**config.mk**
```make
export PLATFORM = sky130hd
export DESIGN_NAME = wb_write_sequencer
export DESIGN_NICKNAME = d
export VERILOG_FILES = /design/src/rtl/wb_write_sequencer.sv
export SDC_FILE = /design/constraint.sdc
export NUM_CORES = 1
export LEC_CHECK = 0
export CAP_MARGIN = 40
export CORE_MARGIN = 1
export CORE_UTILIZATION = 42
export DETAILED_ROUTE_END_ITERATION = 7
export GPL_ROUTABILITY_DRIVEN = 1
export MAX_ROUTING_LAYER = met4
export PLACE_DENSITY = 0.76
export SYNTH_ARGS = -nofsm -noshare
export SYNTH_HDL_FRONTEND = slang
export SYNTH_SLANG_ARGS = --single-unit
export TNS_END_PERCENT = 1
```
**constraint.sdc**
```tcl
create_clock -name clk -period 1.6 [get_ports clk]
set_input_delay 0.32 -clock clk [delete_from_list [all_inputs] [get_ports clk]]
set_output_delay 0.32 -clock clk [all_outputs]
set_load 0.005 [all_outputs]
```
**src/rtl/wb_write_sequencer.sv**
```systemverilog
// Write-back sequencer for the Y86-64 SEQ register file: issues up to two writes per retired record.
// Define WB_EXT_PORT_EN to let an external loader/debug writer use the port in IDLE/DONE cycles.
module wb_write_sequencer #(
  parameter int DATA_W = 64,
  parameter int RID_W  = 4,
  parameter int RSP_ID = 4
) (
  input  logic              clk,
  input  logic              rst_n,
  input  logic              in_valid,
  output logic              in_ready,
  input  logic [3:0]        icode,
  input  logic              cnd,
  input  logic [RID_W-1:0]  rA,
  input  logic [RID_W-1:0]  rB,
  input  logic [DATA_W-1:0] valE,
  input  logic [DATA_W-1:0] valM,
  output logic              rf_we,
  output logic [RID_W-1:0]  rf_waddr,
  output logic [DATA_W-1:0] rf_wdata,
  output logic              wb_done,
  input  logic              ext_req,
  input  logic [RID_W-1:0]  ext_addr,
  input  logic [DATA_W-1:0] ext_data,
  output logic              ext_gnt,
  output logic [1:0]        dbg_state
);

  // Handshake: a record transfers on a rising edge where in_valid && in_ready.
  // in_ready is high only in IDLE and never depends on in_valid.
  typedef enum logic [1:0] {IDLE = 2'd0, WR_E = 2'd1, WR_M = 2'd2, DONE = 2'd3} state_t;

  localparam logic [RID_W-1:0] RNONE = '1;
  localparam logic [RID_W-1:0] RSP   = RID_W'(RSP_ID);

  state_t              state_q, state_d;
  logic [3:0]          icode_q, icode_d;
  logic                cnd_q, cnd_d;
  logic [RID_W-1:0]    ra_q, ra_d, rb_q, rb_d;
  logic [DATA_W-1:0]   vale_q, vale_d, valm_q, valm_d;
  logic [RID_W-1:0]    waddr_q, waddr_d;
  logic [DATA_W-1:0]   wdata_q, wdata_d;

  function automatic logic [RID_W-1:0] e_addr(input logic [3:0] ic, input logic [RID_W-1:0] rb);
    case (ic)
      4'h8, 4'h9, 4'hA, 4'hB: e_addr = RSP;
      default:                e_addr = rb;
    endcase
  endfunction

  function automatic logic e_write(input logic [3:0] ic, input logic c, input logic [RID_W-1:0] rb);
    case (ic)
      4'h2:                         e_write = c;
      4'h3, 4'h6:                   e_write = 1'b1;
      4'h8, 4'h9, 4'hA, 4'hB:       e_write = 1'b1;
      default:                      e_write = 1'b0;
    endcase
    if (e_addr(ic, rb) == RNONE) e_write = 1'b0;
  endfunction

  function automatic logic m_write(input logic [3:0] ic, input logic [RID_W-1:0] ra);
    m_write = ((ic == 4'h5) || (ic == 4'hB)) && (ra != RNONE);
  endfunction

  always_comb begin
    state_d  = state_q;
    icode_d  = icode_q;
    cnd_d    = cnd_q;
    ra_d     = ra_q;
    rb_d     = rb_q;
    vale_d   = vale_q;
    valm_d   = valm_q;
    rf_we    = 1'b0;
    rf_waddr = waddr_q;
    rf_wdata = wdata_q;
    ext_gnt  = 1'b0;

    case (state_q)
      IDLE: begin
        if (in_valid) begin
          icode_d = icode;
          cnd_d   = cnd;
          ra_d    = rA;
          rb_d    = rB;
          vale_d  = valE;
          valm_d  = valM;
          // Decode the incoming record now so its first write lands the very next cycle.
          if (e_write(icode, cnd, rB))   state_d = WR_E;
          else if (m_write(icode, rA))   state_d = WR_M;
          else                           state_d = DONE;
        end
      end
      WR_E: begin
        rf_we    = 1'b1;
        rf_waddr = e_addr(icode_q, rb_q);
        rf_wdata = vale_q;
        state_d  = m_write(icode_q, ra_q) ? WR_M : DONE;
      end
      WR_M: begin
        rf_we    = 1'b1;
        rf_waddr = ra_q;
        rf_wdata = valm_q;
        state_d  = DONE;
      end
      DONE: state_d = IDLE;
      default: state_d = IDLE;
    endcase

`ifdef WB_EXT_PORT_EN
    if (ext_req && ((state_q == IDLE) || (state_q == DONE))) begin
      ext_gnt  = 1'b1;
      rf_we    = (ext_addr != RNONE);
      rf_waddr = ext_addr;
      rf_wdata = ext_data;
    end
`endif

    waddr_d = rf_we ? rf_waddr : waddr_q;
    wdata_d = rf_we ? rf_wdata : wdata_q;
  end

`ifndef WB_EXT_PORT_EN
  logic unused_ext;
  assign unused_ext = ^{ext_req, ext_addr, ext_data};
`endif

  always_ff @(posedge clk or negedge rst_n) begin
    if (!rst_n) begin
      state_q <= IDLE;
      icode_q <= '0;
      cnd_q   <= 1'b0;
      ra_q    <= '0;
      rb_q    <= '0;
      vale_q  <= '0;
      valm_q  <= '0;
      waddr_q <= '0;
      wdata_q <= '0;
    end else begin
      state_q <= state_d;
      icode_q <= icode_d;
      cnd_q   <= cnd_d;
      ra_q    <= ra_d;
      rb_q    <= rb_d;
      vale_q  <= vale_d;
      valm_q  <= valm_d;
      waddr_q <= waddr_d;
      wdata_q <= wdata_d;
    end
  end

  assign in_ready  = (state_q == IDLE);
  assign wb_done   = (state_q == DONE);
  assign dbg_state = state_q;

endmodule

```
==> metrics <==
TritonRoute pass-1 iters 6; Clk pin slew, worst setup/hold paths 0.06 ns; Area contributors post-synth dfrtp_1 57%, mux2_4 16%, a21oi_1 7.0%; vias in the first global route 7747; failing checks negative setup slack; largest net degree at the start of global routing 50; DR top layer met4; layout cells sized above 1 54.6%; unrepaired setup endpoints after global routing yes; period utilization 157%; Worst-Margin Slew 0.498 ns; Power per Cell Area 2780 mW/mm2; Synth top area share 57.4%; top-count cell post-synth dfrtp_1; worst skew pair latency 0.51 ns; Finished Layout Cells 1374; GP Congestion 0.814; DR WL met3 1.44 mm; Syn Inst Count 705; relative slew slack 66.7%; Post-synth top flop dfrtp_1; delay of the slowest critical-path stage 0.38 ns; # rows 53; final net count 1298; synthesized cell area 0.00916 mm2; Async SR Flop Fraction 100%; first-pass GRT wire length 42.2 mm; initial core utilization 43.2%; footprint of the multi-input gates 0.00444 mm2; Synth Warn # 0; Seq. cell area 0.00526 mm2; Layout Skew 0.00778 ns; dpl cells 1273; Min-Delay Path Class in2async; crit start category register; Arr. time, crit path 2.19 ns; total CTS buffers 24; DIE HEIGHT 150 um; post-route cell area 0.0149 mm2; WP depth 8; Post-Route WL 27.6 mm; core area 0.0212 mm2; Setup CP Type reg2out; CTS H-tree lvls 1; Root Driver clkbuf_16; Diodes inserted 0; Place WS -0.651 ns; Clock Sinks 210; Via density 5.21; Yosys reg bits 210; Fmax 399 MHz; status finished, violations left; initial drt markers 263; top fanout value on the critical path 7; IO Port Bufs 216; crit-path cells inv_2 -> buf_12 -> ha_4 -> buf_12 -> buf_4 -> a22oi_2 -> a21oi_2 -> dlygate4sd2_1; maxcap violations 0; Worst setup EP type output pin; wire per inst 20.1 um; number of flops mapped to enable cells by yosys 0; fin crit period 2.51 ns; CP max-delay cell dfrtp_1; gr usage total 25.1%; Remaining DRCs 0; # setup viols final 91; Overflow after GRT 0; CP dominant cell by count buf_12; largest area contributor in the netlist dfrtp_1; final slew viol count 0; metal2 WL 13.6 mm; hpwl dp 16.7 mm; P_leak 0.00670 uW; ANT nets after route 0; syn_area_per_cell 13.0 um2; Area Growth Syn to Fin 62.6%; worst path required time 1.28 ns; final core area utilization 70.2%; initial antenna violation count 0; Final Hold Viols 0; delay-heaviest family, CP buffers and inverters; deepest clock path buffer count 3; Post-DP Area 0.0129 mm2; I/O pin cnt 287; WL met1 12.0 mm; final critical-path setup slack -0.909 ns; commonest cells in the netlist 210 x dfrtp_1, 129 x a21oi_1, 100 x mux2_4; total power 41400 uW; DR vias 7156; post-synth cell types 29; sequential-to-total area share from yosys stat 57.4%; peak supply drop 1.75 mV; net count after synthesis 922; Worst Path Buf+Inv 5; TritonCTS clock tree built; Die X 150 um; FF-to-FF path depth 10; Die ar. 0.0224 mm2; fillers 1449
[final timing paths]
kind	from	to	slack, ns
worst max-delay path	dbg_state[0]	rf_wdata[16]	-0.91
worst min-delay path	rst_n	valm_q[33]	0.33
worst max register to register	dbg_state[0]	wdata_q[54]	-0.24
worst min register to register	wdata_q[4]	wdata_q[4]	0.51
max in group asynchronous	rst_n	valm_q[60]	0.69
min in group clk	valM[55]	valm_q[55]	0.42
[where the power goes]
part	total, uW	internal (uW)	switching, uW
clock network	5880	3690	2180
registers	9990	8210	1780
logic	25500	14300	11200
[per-layer routing]
layer,up-vias,track usage (%)
met5,-,-
met4,0,7.07
met3,51,4.30
met2,215,40.6
met1,3595,32.3
li1,3295,-
[cells in the final DEF (no fill, tap or decap), types with 2 or more instances in the layout]
| cell | count |
|---|---|
| clkbuf_16 | 26 |
| a221oi_4 | 3 |
| clkinv_2 | 5 |
| a21oi_2 | 77 |
| buf_4 | 120 |
| buf_12 | 29 |
| buf_16 | 7 |
| nor2_4 | 6 |
| dfrtp_1 | 210 |
| nor2b_1 | 2 |
| a22oi_2 | 64 |
| buf_6 | 24 |
| o21ai_0 | 3 |
| clkbuf_2 | 20 |
| clkdlybuf4s50_1 | 142 |
| nor2_1 | 56 |
| mux2_4 | 104 |
| inv_2 | 2 |
| buf_2 | 34 |
| buf_8 | 6 |
| a21oi_1 | 50 |
| clkbuf_8 | 5 |
| nor2_2 | 12 |
| clkdlybuf4s15_2 | 2 |
| dlygate4sd2_1 | 10 |
| bufinv_16 | 4 |
| nand4_1 | 4 |
| o22ai_1 | 2 |
| bufbuf_16 | 2 |
| clkdlybuf4s15_1 | 4 |
| clkbuf_1 | 5 |
| a21oi_4 | 2 |
| ha_4 | 3 |
| mux2_2 | 36 |
[final cells by class]
| cell class | instances | share of cell area, % |
|---|---|---|
| flip-flops and latches | 210 | 35.3 |
| multi-input cells | 439 | 29.8 |
| well taps | 275 | 2.31 |
| clock inverters | 10 | 1.05 |
| clock buffers | 34 | 4.70 |
| repair buffers | 403 | 26.8 |
| inverters | 3 | 0.101 |
[worst reg2reg max path, stage by stage, from the launching register on]
cell     delay, ns
dfrtp_1       0.38
inv_2         0.08
buf_12        0.13
ha_4          0.22
buf_12        0.16
buf_12        0.14
buf_6         0.12
a22oi_2       0.22
buf_4         0.16
buf_6         0.08
a21oi_2       0.04
[stage by stage]
stage	hold slack, ns	TNS (ns)
after floorplan	0.0244	-1.08
after global placement	0.329	-57.99
after detailed placement	0.331	-64.00
after CTS	0.349	-63.75
after global routing	0.372	-63.04
final	0.331	-55.03
[repair_timing]
action	in CTS	in global routing
setup endpoints to repair	94	236
buffers inserted	28	20
gates cloned	10	1
hold endpoints to repair	39	0
resized for setup	265	141
hold buffers	1	0
pin swaps	34	101
[cell families (layout without fill, tap and decap cells)]
logic type / after synthesis / count (layout) / share of synthesized area [%]
DFF: 210 / 210 / 57.4
AOI/OAI and AO/OA: 207 / 207 / 13.4
muxes: 140 / 140 / 21.3
and+or+nand+nor: 87 / 87 / 3.91
buffers and inverters: 56 / 450 / 3.44
adders and majority gates: 4 / 4 / 0.546
other: 1 / 1 / 0.0409
[state kept, by name (all words and copies together), names as in the netlist]
register	count
icode_q	4
rb_q	4
vale_q	64
wdata_q	64
waddr_q	4
valm_q	64
ra_q	4
dbg_state	2
(Power assumes the default switching activity.)
